$ cat src/rtl/instr_fetch_unit.sv
// instr_fetch_unit: PC owner and instruction fetcher with a 2-entry skid FIFO toward decode.
// One outstanding memory request at a time; redirects flush the FIFO and drop in-flight data.
module instr_fetch_unit #(
   parameter logic [31:0] RESET_PC = 32'h0000_0000
) (
   input  logic        clk,
   input  logic        arst_n,
   input  logic        fetch_enable,
   output logic        imem_req,
   output logic [31:0] imem_addr,
   input  logic        imem_ack,
   input  logic [31:0] imem_rdata,
   input  logic        redirect,
   input  logic [31:0] redirect_pc,
   output logic        instr_valid,
   output logic [31:0] instr,
   output logic [31:0] instr_pc,
   input  logic        instr_ready
);
   typedef enum logic [1:0] {IDLE, WAIT, DROP} state_t;
   state_t      state, state_next;
   logic [31:0] fetch_pc, fetch_pc_next, tail_instr, tail_pc;
   logic [1:0]  count, count_next;
   logic        push, pop, free, issue;

   assign instr_valid = count != 2'd0;

   always_comb begin
      push          = state == WAIT && imem_ack && !redirect;
      pop           = instr_valid && instr_ready;
      count_next    = redirect ? 2'd0 : count + {1'b0, push} - {1'b0, pop};
      fetch_pc_next = redirect ? (redirect_pc & ~32'd3) : push ? fetch_pc + 32'd4 : fetch_pc;
      // a new request may only be issued once nothing is outstanding
      free          = state == IDLE || imem_ack;
      issue         = fetch_enable && count_next < 2'd2;
      state_next    = free ? (issue ? WAIT : IDLE) : (state == WAIT && redirect) ? DROP : state;
   end

   always_ff @(posedge clk or negedge arst_n) begin
      if (!arst_n) begin
         state      <= IDLE;
         imem_req   <= 1'b0;
         imem_addr  <= RESET_PC;
         fetch_pc   <= RESET_PC;
         count      <= 2'd0;
         instr      <= 32'd0;
         instr_pc   <= 32'd0;
         tail_instr <= 32'd0;
         tail_pc    <= 32'd0;
      end else begin
         state    <= state_next;
         imem_req <= state_next != IDLE;
         fetch_pc <= fetch_pc_next;
         count    <= count_next;
         if (free)
            imem_addr <= fetch_pc_next;
         // on redirect the head keeps its last contents while invalid
         if (!redirect) begin
            if (pop && count == 2'd2) begin
               instr    <= tail_instr;
               instr_pc <= tail_pc;
            end else if (push && (count == 2'd0 || pop)) begin
               instr    <= imem_rdata;
               instr_pc <= imem_addr;
            end
            if (push && (count == 2'd2 || (count == 2'd1 && !pop))) begin
               tail_instr <= imem_rdata;
               tail_pc    <= imem_addr;
            end
         end
      end
   end
endmodule

$ cat config.mk
export PLATFORM = sky130hd
export DESIGN_NAME = instr_fetch_unit
export DESIGN_NICKNAME = d
export VERILOG_FILES = /design/src/rtl/instr_fetch_unit.sv
export SDC_FILE = /design/constraint.sdc
export NUM_CORES = 1
export LEC_CHECK = 0
export BUFFER_PORTS_ARGS = -buffer_cell sky130_fd_sc_hd__buf_2
export CORE_MARGIN = 5
export CORE_UTILIZATION = 57
export CTS_BUF_LIST = sky130_fd_sc_hd__clkbuf_8
export DETAILED_ROUTE_END_ITERATION = 6
export GPL_TIMING_DRIVEN = 0
export PLACE_DENSITY = 0.9
export SETUP_SLACK_MARGIN = 0.2
export SLEW_MARGIN = 15
export SYNTH_ARGS = -nofsm -noshare
export SYNTH_HDL_FRONTEND = slang
export SYNTH_SLANG_ARGS = --single-unit
$ cat constraint.sdc
create_clock -name clk -period 2.7 [get_ports clk]
set_input_delay 0.54 -clock clk [delete_from_list [all_inputs] [get_ports clk]]
set_output_delay 0.54 -clock clk [all_outputs]
set_load 0.005 [all_outputs]
# ---- Word level (Yosys, flattened, before mapping)
# Index checks and enable logic that the tools add are counted.
dict set report op_classes {
  addsub 3
  order_cmp 1
  eq_ne 3
  n_mux 10
  n_bitwise 1
  n_reduce_logical 21
}
# operator count
set op_table {}
lappend op_table {{$mux W32} 6}
lappend op_table {{$add A32 B3 Y32 const B} 1}
lappend op_table {{$logic_and A1 B1 Y1} 9}
lappend op_table {{$mux W2} 3}
lappend op_table {{$reduce_bool A2 Y1} 3}
lappend op_table {{$eq A2 B1 Y1 const B} 2}
lappend op_table {{$logic_not A2 Y1} 2}
lappend op_table {{$reduce_and A2 Y1} 2}
lappend op_table {{$logic_or A1 B1 Y1} 3}
lappend op_table {{$add A2 B1 Y2} 1}
lappend op_table {{$eq A2 B2 Y1 const B} 1}
lappend op_table {{$logic_not A1 Y1} 2}
lappend op_table {{$lt A2 B2 Y1 const B} 1}
lappend op_table {{$sub A2 B1 Y2} 1}
lappend op_table {{$mux W1} 1}
lappend op_table {{$not A1 Y1} 1}
dict set report totals {
  ff_bits 197
  input_bits 70
  out_inout_bits 98
  word_cells 48
}

# ---- Logic depth before layout (Yosys ltp)
# Gate-level depths: netlist (run 1).
dict set report depth {
  word_depth 11
  depth_mapped 11
}

# ---- Worst setup path after synthesis (run 1)
# Ideal clock, no wire load.
dict set report synth_path {
  kind {input -> register}
  start {input redirect}
  end {register imem_req}
  setup_time_ns 0.127
  arrival_time_ns 2.291
  path_slack_ns 0.282
  stages 11
  path_buffers 1
  cell_sequence {clkbuf_1 > clkinv_1 > nand2_1 > ha_1 > inv_1 > ha_1 > xor2_1 > nor2_1 > nor3_1 > o32ai_1 > or2_2}
}
dict set report synth_via {
  elab_chain_len 10
  elab_cells_between_ends 12
}
# item line
set synth_lines {}
lappend synth_lines {{start, declared} 13} ;# input logic redirect,
lappend synth_lines {{$logic_not A1 Y1} --}
lappend synth_lines {{$logic_and A1 B1 Y1} 29} ;# push = state == WAIT && imem_ack && !redirect;
lappend synth_lines {{$add A2 B1 Y2} 31} ;# count_next = redirect ? 2'd0 : count + {1'b0, push} - {1'b0, pop};
lappend synth_lines {{$sub A2 B1 Y2} 31}
lappend synth_lines {{$mux W2 *} 31}
lappend synth_lines {{named net count_next[1]} 23} ;# logic [1:0] count, count_next;
lappend synth_lines {{$lt A2 B2 Y1 *} 35} ;# issue = fetch_enable && count_next < 2'd2;
lappend synth_lines {{$logic_and A1 B1 Y1 *} 35}
lappend synth_lines {{$mux W1 *} 36} ;# state_next = free ? (issue ? WAIT : IDLE) : (state == WAIT && redirect) ? DROP : state;
lappend synth_lines {{$mux W2 *} 36}
lappend synth_lines {{named net state_next[0]} 21} ;# state_t state, state_next;
lappend synth_lines {{$reduce_bool A2 Y1 *} 52} ;# imem_req <= state_next != IDLE;
lappend synth_lines {{end signal, assigned} 42} ;# imem_req <= 1'b0;
lappend synth_lines {{end signal, assigned} 52}
lappend synth_lines {{end, declared} 9} ;# output logic imem_req,
# Mark *: on every way through the listed nets, which the timed path passes. The rest lies on a longest branch.
# A chain may end at the register's enable or synchronous reset.

# ---- Worst setup path after layout (run 1)
dict set report layout_path {
  start {register count[1]}
  end {register imem_req}
}
dict set report layout_via {
  elab_chain_len 9
  elab_cells_between_ends 10
}
# item line
set layout_lines {}
lappend layout_lines {{start, declared} 23}
lappend layout_lines {{start signal, assigned} 54} ;# count <= count_next;
lappend layout_lines {{branches (longest 2 deep; another with $add A2 B1 Y2)} --}
lappend layout_lines {{$sub A2 B1 Y2 *} 31}
lappend layout_lines {{$mux W2 *} 31}
lappend layout_lines {{named net count_next[1]} 23}
lappend layout_lines {{$lt A2 B2 Y1 *} 35}
lappend layout_lines {{$logic_and A1 B1 Y1 *} 35}
lappend layout_lines {{$mux W1 *} 36}
lappend layout_lines {{$mux W2 *} 36}
lappend layout_lines {{named net state_next[0]} 21}
lappend layout_lines {{$reduce_bool A2 Y1 *} 52}
# Mark *: on every way through the listed nets, which the timed path passes.

==> results_tabular.tex, run 1 <==
\begin{tabular}{lr}
\hline
Metric & Value \\
\hline
\multicolumn{2}{l}{\textbf{STA}} \\
Final period utilization & 0.915 \\
Clock skew & 0.00988 ns \\
Max-slew violation count & 0 \\
Final Hold Fails & 0 \\
Worst relative slew slack & 0.438 \\
Maximum achievable frequency & 405 MHz \\
Min cycle time layout & 2.47 ns \\
Setup repair after global routing missed its margin & yes \\
Total negative slack for setup checks & 0 ns \\
Slew at the pin closest to its max-slew limit & 0.843 ns \\
Number of setup violations in the final report & 0 \\
\multicolumn{2}{l}{\textbf{Route}} \\
Detailed route wirelength on metal3 & 1190 um \\
Met1 layer wirelength in the final routing & 9070 um \\
Total detailed-routing wirelength & 21000 um \\
Drt first-iter violations & 471 \\
Average wire per standard cell & 18.3 um \\
DRC Markers & 0 \\
First-pass iteration count of the detailed router & 5 \\
Residual antenna-violating net count after detailed routing & 0 \\
Drt via density & 5.74 \\
Total via count in the routed design & 6576 \\
Highest routing layer actually used & met5 \\
Met2 wire len & 10300 um \\
\multicolumn{2}{l}{\textbf{Logic synthesis}} \\
Flip-flop and latch count after synthesis & 197 \\
Count of flip-flops with a built-in enable after synthesis & 0 \\
Syn Inst Count & 756 \\
Count of unique library cells instantiated by Yosys & 40 \\
Sequential-to-total area share from yosys stat & 0.566 \\
Average cell area after synthesis & 11.5 um2 \\
Predominant post-synthesis flop cell & sky130\_fd\_sc\_hd\_\_dfrtp\_1 \\
Total number of yosys warnings & 0 \\
Post-Syn Area & 8710 um2 \\
Synthesized Nets & 829 \\
Fraction of registers with async set/reset & 1.00 \\
\multicolumn{2}{l}{\textbf{Setup path}} \\
WS Path Type & reg -> reg \\
Worst-path maximum fanout & 4 \\
Crit-path cells & or2\_2 > and2\_1 > ha\_1 > inv\_1 > ha\_1 > xor2\_1 > nor2\_1 > nor3\_2 > o32ai\_1 > or2\_2 \\
Slowest cell on crit path & sky130\_fd\_sc\_hd\_\_dfrtp\_1 \\
Category of the worst setup path capture point & flip-flop \\
Buf/Inv on CP & 1 \\
Data required, critical path & 3.05 ns \\
CP arrival & 2.82 ns \\
Largest delay contributor family on the critical path & simple AND/OR/NAND/NOR gates \\
Largest stage delay, worst path & 0.42 ns \\
Startpoint Class & flip-flop \\
\multicolumn{2}{l}{\textbf{Layout}} \\
Non-Filler Cell Area, Final & 10300 um2 \\
Utilization after layout & 0.679 \\
Final layout net count & 1017 \\
Area added between synthesis and finish & 17.7\% \\
Layout cells sized above 1 & 0.324 \\
Fin cells & 1146 \\
Count of filler cells inserted in the layout & 1147 \\
\multicolumn{2}{l}{\textbf{Floorplan}} \\
Die span in x & 134 um \\
Die H & 134 um \\
I/O pins & 168 \\
Area of the core & 15100 um2 \\
Count of standard-cell rows & 45 \\
Initial Util & 0.577 \\
Area enclosed by the die boundary & 17900 um2 \\
\multicolumn{2}{l}{\textbf{Clock network}} \\
Insertion delay to the later sink of the worst-skew pair & 0.47 ns \\
Count of H-tree levels built during CTS & 4 \\
Clock tree root buffer cell & sky130\_fd\_sc\_hd\_\_clkbuf\_8 \\
TritonCTS Buffers & 17 \\
Num Clock Sinks & 197 \\
Number of buffers between clock root and the deepest sink & 2 \\
Clock slew at reported path FFs & 0.10 ns \\
CTS tree & done \\
Number of hold-repair buffers added at the cts stage & 0 \\
\multicolumn{2}{l}{\textbf{Global route}} \\
Vias in the first global route & 6617 \\
Total routing resource utilization after global routing & 0.238 \\
Maximum number of pins on one net before global-route repair & 107 \\
Initial antenna violation count & 2 \\
Global-route congestion overflow total & 0 \\
First-pass GRT wire length & 33900 um \\
\multicolumn{2}{l}{\textbf{Power and ir drop}} \\
Net Sw Frac & 0.333 \\
Maximum ir drop on the vdd rail & 0.561 mV \\
Switching power & 3.13 mW \\
Internal Power & 6.27 mW \\
Power share of the sequential group & 0.493 \\
Share of power burned in combinational logic & 0.306 \\
Power Dens Cells & 918 nW/um2 \\
Final Power & 9.41 mW \\
Standby leakage power & 5.19 nW \\
Clock Power Share & 0.201 \\
\multicolumn{2}{l}{\textbf{Min path}} \\
Tightest Hold Check Type & in -> async \\
\multicolumn{2}{l}{\textbf{Run status}} \\
Run status & finished, final reports clean \\
\multicolumn{2}{l}{\textbf{Placed design}} \\
HPWL after detailed placement & 14800 um \\
Global placer's final weighted congestion & 0.886 \\
Count of buffers from port buffering & 164 \\
Placed cell count & 1109 \\
Placed standard-cell area & 9800 um2 \\
\multicolumn{2}{l}{\textbf{Job}} \\
Number of maximum-capacitance violations & 0 \\
\hline
\end{tabular}
==> layer usage <==
metal	up-vias	global-route usage
met5	-	0
met4	2	0.0823
met3	33	0.0491
met2	246	0.389
met1	3269	0.321
li1	3026	-
==> repair_timing <==
action	CTS	global route
gates resized for setup	4	5
endpoints found under the setup margin	26	47
buffers inserted	0	4
==> cells in the final DEF, fill, tap and decap left out, types with 17 or more instances in the layout <==
| master | count |
|---|---|
| sky130_fd_sc_hd__a21oi_1 | 71 |
| sky130_fd_sc_hd__buf_2 | 171 |
| sky130_fd_sc_hd__clkbuf_1 | 33 |
| sky130_fd_sc_hd__clkbuf_8 | 17 |
| sky130_fd_sc_hd__dfrtp_1 | 196 |
| sky130_fd_sc_hd__mux2_2 | 86 |
| sky130_fd_sc_hd__mux2i_1 | 69 |
| sky130_fd_sc_hd__nand2_1 | 48 |
| sky130_fd_sc_hd__nor2_1 | 88 |
| sky130_fd_sc_hd__o21ai_0 | 18 |
==> state kept, by name, summed over array words and instances, names as in the netlist <==
signal / cells
tail_pc: 32
state: 2
imem_addr: 32
instr: 32
count: 2
imem_req: 1
instr_pc: 32
fetch_pc: 32
tail_instr: 32
==> logic make-up (layout without fill, tap and decap cells) <==
logic type	Yosys count	count (layout)	share of synthesized area
compound gates	109	109	0.0720
xor+xnor	22	22	0.0221
fa+ha+maj	3	3	0.00431
buf+inv	52	252	0.0236
flops	197	197	0.566
mux	155	155	0.191
other cells	0	2	0
simple gates	218	218	0.121
==> worst reg2reg max path, cell delays in order, from the launching register on <==
cell                      delay, ns
sky130_fd_sc_hd__dfrtp_1       0.42
sky130_fd_sc_hd__or2_2         0.32
sky130_fd_sc_hd__and2_1        0.17
sky130_fd_sc_hd__ha_1          0.27
sky130_fd_sc_hd__inv_1         0.04
sky130_fd_sc_hd__ha_1          0.18
sky130_fd_sc_hd__xor2_1        0.22
sky130_fd_sc_hd__nor2_1        0.09
sky130_fd_sc_hd__nor3_2        0.21
sky130_fd_sc_hd__o32ai_1       0.12
sky130_fd_sc_hd__or2_2         0.33
==> final timing paths <==
| check | from | end | slack [ns] | cells after the start |
|---|---|---|---|---|
| max | count[1] | imem_req | 0.23 | 10 |
| min | arst_n | instr[3] | 0.07 | 1 |
| max reg2reg | count[1] | imem_req | 0.23 | 10 |
| min reg2reg | tail_instr[14] | tail_instr[14] | 0.51 | 1 |
| max in group asynchronous | arst_n | tail_pc[5] | 1.67 | 2 |
| min in group clk | redirect_pc[13] | fetch_pc[13] | 0.29 | 3 |
==> stage by stage <==
stage | worst slack, ns | hold slack (ns)
after floorplan | 0.282 | 0.244
after global placement | -2.07 | 0.485
after detailed placement | -0.294 | 0.492
after CTS | 0.252 | 0.0958
after global routing | 0.102 | 0.123
final | 0.229 | 0.0739
==> synth_stat cells, types with 11 or more instances <==
master,count,area [um2]
sky130_fd_sc_hd__a21oi_1,71,355
sky130_fd_sc_hd__a221o_1,11,110
sky130_fd_sc_hd__and3_1,13,81.3
sky130_fd_sc_hd__clkbuf_1,36,135
sky130_fd_sc_hd__dfrtp_1,197,4930
sky130_fd_sc_hd__mux2_2,86,968
sky130_fd_sc_hd__mux2i_1,69,691
sky130_fd_sc_hd__nand2_1,48,180
sky130_fd_sc_hd__nor2_1,88,330
sky130_fd_sc_hd__nor4_1,11,68.8
sky130_fd_sc_hd__o21ai_0,18,90.1
sky130_fd_sc_hd__xnor2_1,12,105
==> layout make-up <==
cell class	instances	area (um2)	area share
Inverter	7	30.0	0.00293
Buffer	45	183	0.0178
Tap cell	188	235	0.0229
Timing Repair Buffer	169	888	0.0867
Multi-Input combinational cell	507	3590	0.350
Clock inverter	14	154	0.0150
Sequential cell	197	4930	0.481
Antenna cell	2	5.00	0.000488
Clock buffer	17	234	0.0228
==> power by group through the flow <==
| stage | combinational (mW) | sequential [mW] | clock, mW |
|---|---|---|---|
| CTS | 2.88 | 4.64 | 1.93 |
| global route | 3.20 | 4.78 | 2.05 |
| floorplan | 1.64 | 4.63 | 0 |
| finish | 2.88 | 4.64 | 1.89 |
| detailed placement | 2.86 | 4.70 | 0 |
| global placement | 2.75 | 4.63 | 0 |
Power figures use the tool's default switching activity.
==> run 2, diff against run 1 <==
--- a/config.mk
+++ b/config.mk
@@ -5,13 +5,13 @@
 export SDC_FILE = /design/constraint.sdc
 export NUM_CORES = 1
 export LEC_CHECK = 0
-export BUFFER_PORTS_ARGS = -buffer_cell sky130_fd_sc_hd__buf_2
 export CORE_MARGIN = 5
-export CORE_UTILIZATION = 57
+export CORE_UTILIZATION = 60
 export CTS_BUF_LIST = sky130_fd_sc_hd__clkbuf_8
 export DETAILED_ROUTE_END_ITERATION = 6
+export DONT_BUFFER_PORTS = 1
 export GPL_TIMING_DRIVEN = 0
-export PLACE_DENSITY = 0.9
+export PLACE_DENSITY = 0.84
 export SETUP_SLACK_MARGIN = 0.2
 export SLEW_MARGIN = 15
 export SYNTH_ARGS = -nofsm -noshare
==> results_tabular.tex, run 2 (same netlist as run 1, synthesis figures left out) <==
\begin{tabular}{lr}
\hline
Metric & Value \\
\hline
\multicolumn{2}{l}{\textbf{Run status}} \\
Run status & complete, but fails checks \\
Failing checks & hold timing \\
\multicolumn{2}{l}{\textbf{Power and ir drop}} \\
Power share of the sequential group & 0.537 \\
Internal Power & 6.06 mW \\
Power Dens Cells & 950 nW/um2 \\
Switching power & 2.96 mW \\
Share of power burned in combinational logic & 0.237 \\
Net Sw Frac & 0.329 \\
Clock Power Share & 0.226 \\
Maximum ir drop on the vdd rail & 0.494 mV \\
Final Power & 9.02 mW \\
Standby leakage power & 4.59 nW \\
\multicolumn{2}{l}{\textbf{STA}} \\
Setup repair after global routing missed its margin & yes \\
Worst relative slew slack & 0.384 \\
Final Hold Fails & 197 \\
Min cycle time layout & 2.45 ns \\
Maximum achievable frequency & 409 MHz \\
Final period utilization & 0.906 \\
Worst hold slack after final layout & -0.238 ns \\
Slew at the pin closest to its max-slew limit & 0.924 ns \\
Max-slew violation count & 0 \\
Clock skew & 0.0111 ns \\
Number of setup violations in the final report & 0 \\
\multicolumn{2}{l}{\textbf{Setup path}} \\
Buf/Inv on CP & 1 \\
Flop2flop setup slack & 0.25 ns \\
Worst-path maximum fanout & 4 \\
CP arrival & 2.80 ns \\
Slowest cell on crit path & sky130\_fd\_sc\_hd\_\_dfrtp\_1 \\
Number of stages on the worst setup path & 10 \\
Largest stage delay, worst path & 0.43 ns \\
Startpoint of the worst-slack reg-to-reg timing path & count[0] \\
WS Path Type & reg -> reg \\
Category of the worst setup path capture point & flip-flop \\
Reg-to-reg critical path endpoint & imem\_req \\
Crit-path cells & or2\_4 > and2\_1 > ha\_1 > inv\_1 > ha\_2 > xor2\_2 > nor2\_1 > nor3\_2 > o32ai\_1 > or2\_2 \\
Cell depth of the worst flop-to-flop path & 10 \\
Data required, critical path & 3.05 ns \\
Largest delay contributor family on the critical path & simple AND/OR/NAND/NOR gates \\
Startpoint Class & flip-flop \\
\multicolumn{2}{l}{\textbf{Route}} \\
First-pass iteration count of the detailed router & 6 \\
Drt first-iter violations & 417 \\
Total detailed-routing wirelength & 20600 um \\
DRC Markers & 0 \\
Average wire per standard cell & 20.9 um \\
Drt via density & 6.15 \\
Residual antenna-violating net count after detailed routing & 0 \\
Total via count in the routed design & 6041 \\
\multicolumn{2}{l}{\textbf{Layout}} \\
Layout cells sized above 1 & 0.193 \\
Area added between synthesis and finish & 9.04\% \\
Final layout net count & 858 \\
Non-Filler Cell Area, Final & 9500 um2 \\
Most frequent standard cell in the layout excluding fill and tap cells & sky130\_fd\_sc\_hd\_\_dfrtp\_1 \\
Antenna cell count & 0 \\
Most used cells in the layout excluding fill and tap cells & sky130\_fd\_sc\_hd\_\_dfrtp\_1 (196), sky130\_fd\_sc\_hd\_\_nor2\_1 (88), sky130\_fd\_sc\_hd\_\_mux2\_2 (86), sky130\_fd\_sc\_hd\_\_a21oi\_1 (71), sky130\_fd\_sc\_hd\_\_mux2i\_1 (69) \\
\multicolumn{2}{l}{\textbf{Floorplan}} \\
I/O pins & 168 \\
Area enclosed by the die boundary & 17000 um2 \\
Die span in x & 130 um \\
Initial Util & 0.606 \\
Count of standard-cell rows & 44 \\
Die H & 130 um \\
Area of the core & 14400 um2 \\
\multicolumn{2}{l}{\textbf{Clock network}} \\
Num Clock Sinks & 197 \\
TritonCTS Buffers & 17 \\
Clock slew at reported path FFs & 0.10 ns \\
CTS tree & done \\
Insertion delay to the later sink of the worst-skew pair & 0.47 ns \\
Count of H-tree levels built during CTS & 4 \\
Number of buffers between clock root and the deepest sink & 2 \\
Clock tree root buffer cell & sky130\_fd\_sc\_hd\_\_clkbuf\_8 \\
\multicolumn{2}{l}{\textbf{Global route}} \\
Maximum number of pins on one net before global-route repair & 198 \\
First-pass GRT wire length & 32800 um \\
Global-route congestion overflow total & 0 \\
Initial antenna violation count & 0 \\
Vias in the first global route & 6277 \\
Total routing resource utilization after global routing & 0.247 \\
\multicolumn{2}{l}{\textbf{Placed design}} \\
HPWL after detailed placement & 14500 um \\
Placed standard-cell area & 8940 um2 \\
Global placer's final weighted congestion & 0.905 \\
Count of buffers from port buffering & 0 \\
\multicolumn{2}{l}{\textbf{Min path}} \\
Tightest Hold Check Type & in -> async \\
\multicolumn{2}{l}{\textbf{Job}} \\
Number of maximum-capacitance violations & 0 \\
\hline
\end{tabular}
## run 2: worst max-delay path by stage
stage,start,endpoint,slack (ns)
CTS,count[1],imem_req,0.21
global placement,redirect,imem_req,-0.23
finish,count[0],imem_req,0.25
global route,count[0],imem_req,0.13
detailed placement,redirect,imem_req,-0.39
floorplan,redirect,imem_req,0.28
## run 2: area by class of cell
class                           count  area (um2)
Timing Repair Buffer               10        75.1
Fill cell                        1068        4870
Multi-Input combinational cell    507        3620
Sequential cell                   197        4930
Inverter                            7        30.0
Buffer                             45         181
Tap cell                          184         230
Clock inverter                     13         168
Clock buffer                       19         262
## run 2: stage by stage
step                      std cells  hold WS [ns]   util  setup WS [ns]  setup TNS (ns)
after floorplan                 756         0.244      -          0.282               0
after global placement          940         0.251  0.622         -0.234          -0.234
after detailed placement        940         0.252  0.622         -0.391          -0.489
after CTS                       977        -0.269  0.655          0.213               0
after global routing            982        -0.292  0.661          0.129               0
final                           982        -0.238  0.661          0.253               0
## run 2: metal layers
metal	wire, um	vias up	GRT usage
met4	510	0	0.0895
met5	0	-	0
met3	1820	40	0.0898
met2	10200	247	0.402
li1	-	2719	-
met1	8020	3035	0.307
## run 2: power groups by stage
stage,logic [mW],registers (mW),clock network (mW)
2_1_floorplan,1.64,4.63,0
3_3_place_gp,1.90,4.85,0
3_5_place_dp,2.04,4.93,0
4_1_cts,2.10,4.86,2.07
5_1_grt,2.38,4.99,2.21
6_report,2.14,4.85,2.04
## run 2: timing repair
action / CTS / global route
resized for setup: 4 / 11
setup endpoints to repair: 23 / 48
pin swaps: 1 / 7
buffers inserted: 5 / 5
endpoints found under the hold margin: 197 / 197
## run 2: worst register-to-register path, cell delays in order, from the launching register on
cell	delay (ns)
sky130_fd_sc_hd__dfrtp_1	0.43
sky130_fd_sc_hd__or2_4	0.29
sky130_fd_sc_hd__and2_1	0.17
sky130_fd_sc_hd__ha_1	0.27
sky130_fd_sc_hd__inv_1	0.06
sky130_fd_sc_hd__ha_2	0.18
sky130_fd_sc_hd__xor2_2	0.17
sky130_fd_sc_hd__nor2_1	0.08
sky130_fd_sc_hd__nor3_2	0.24
sky130_fd_sc_hd__o32ai_1	0.14
sky130_fd_sc_hd__or2_2	0.31
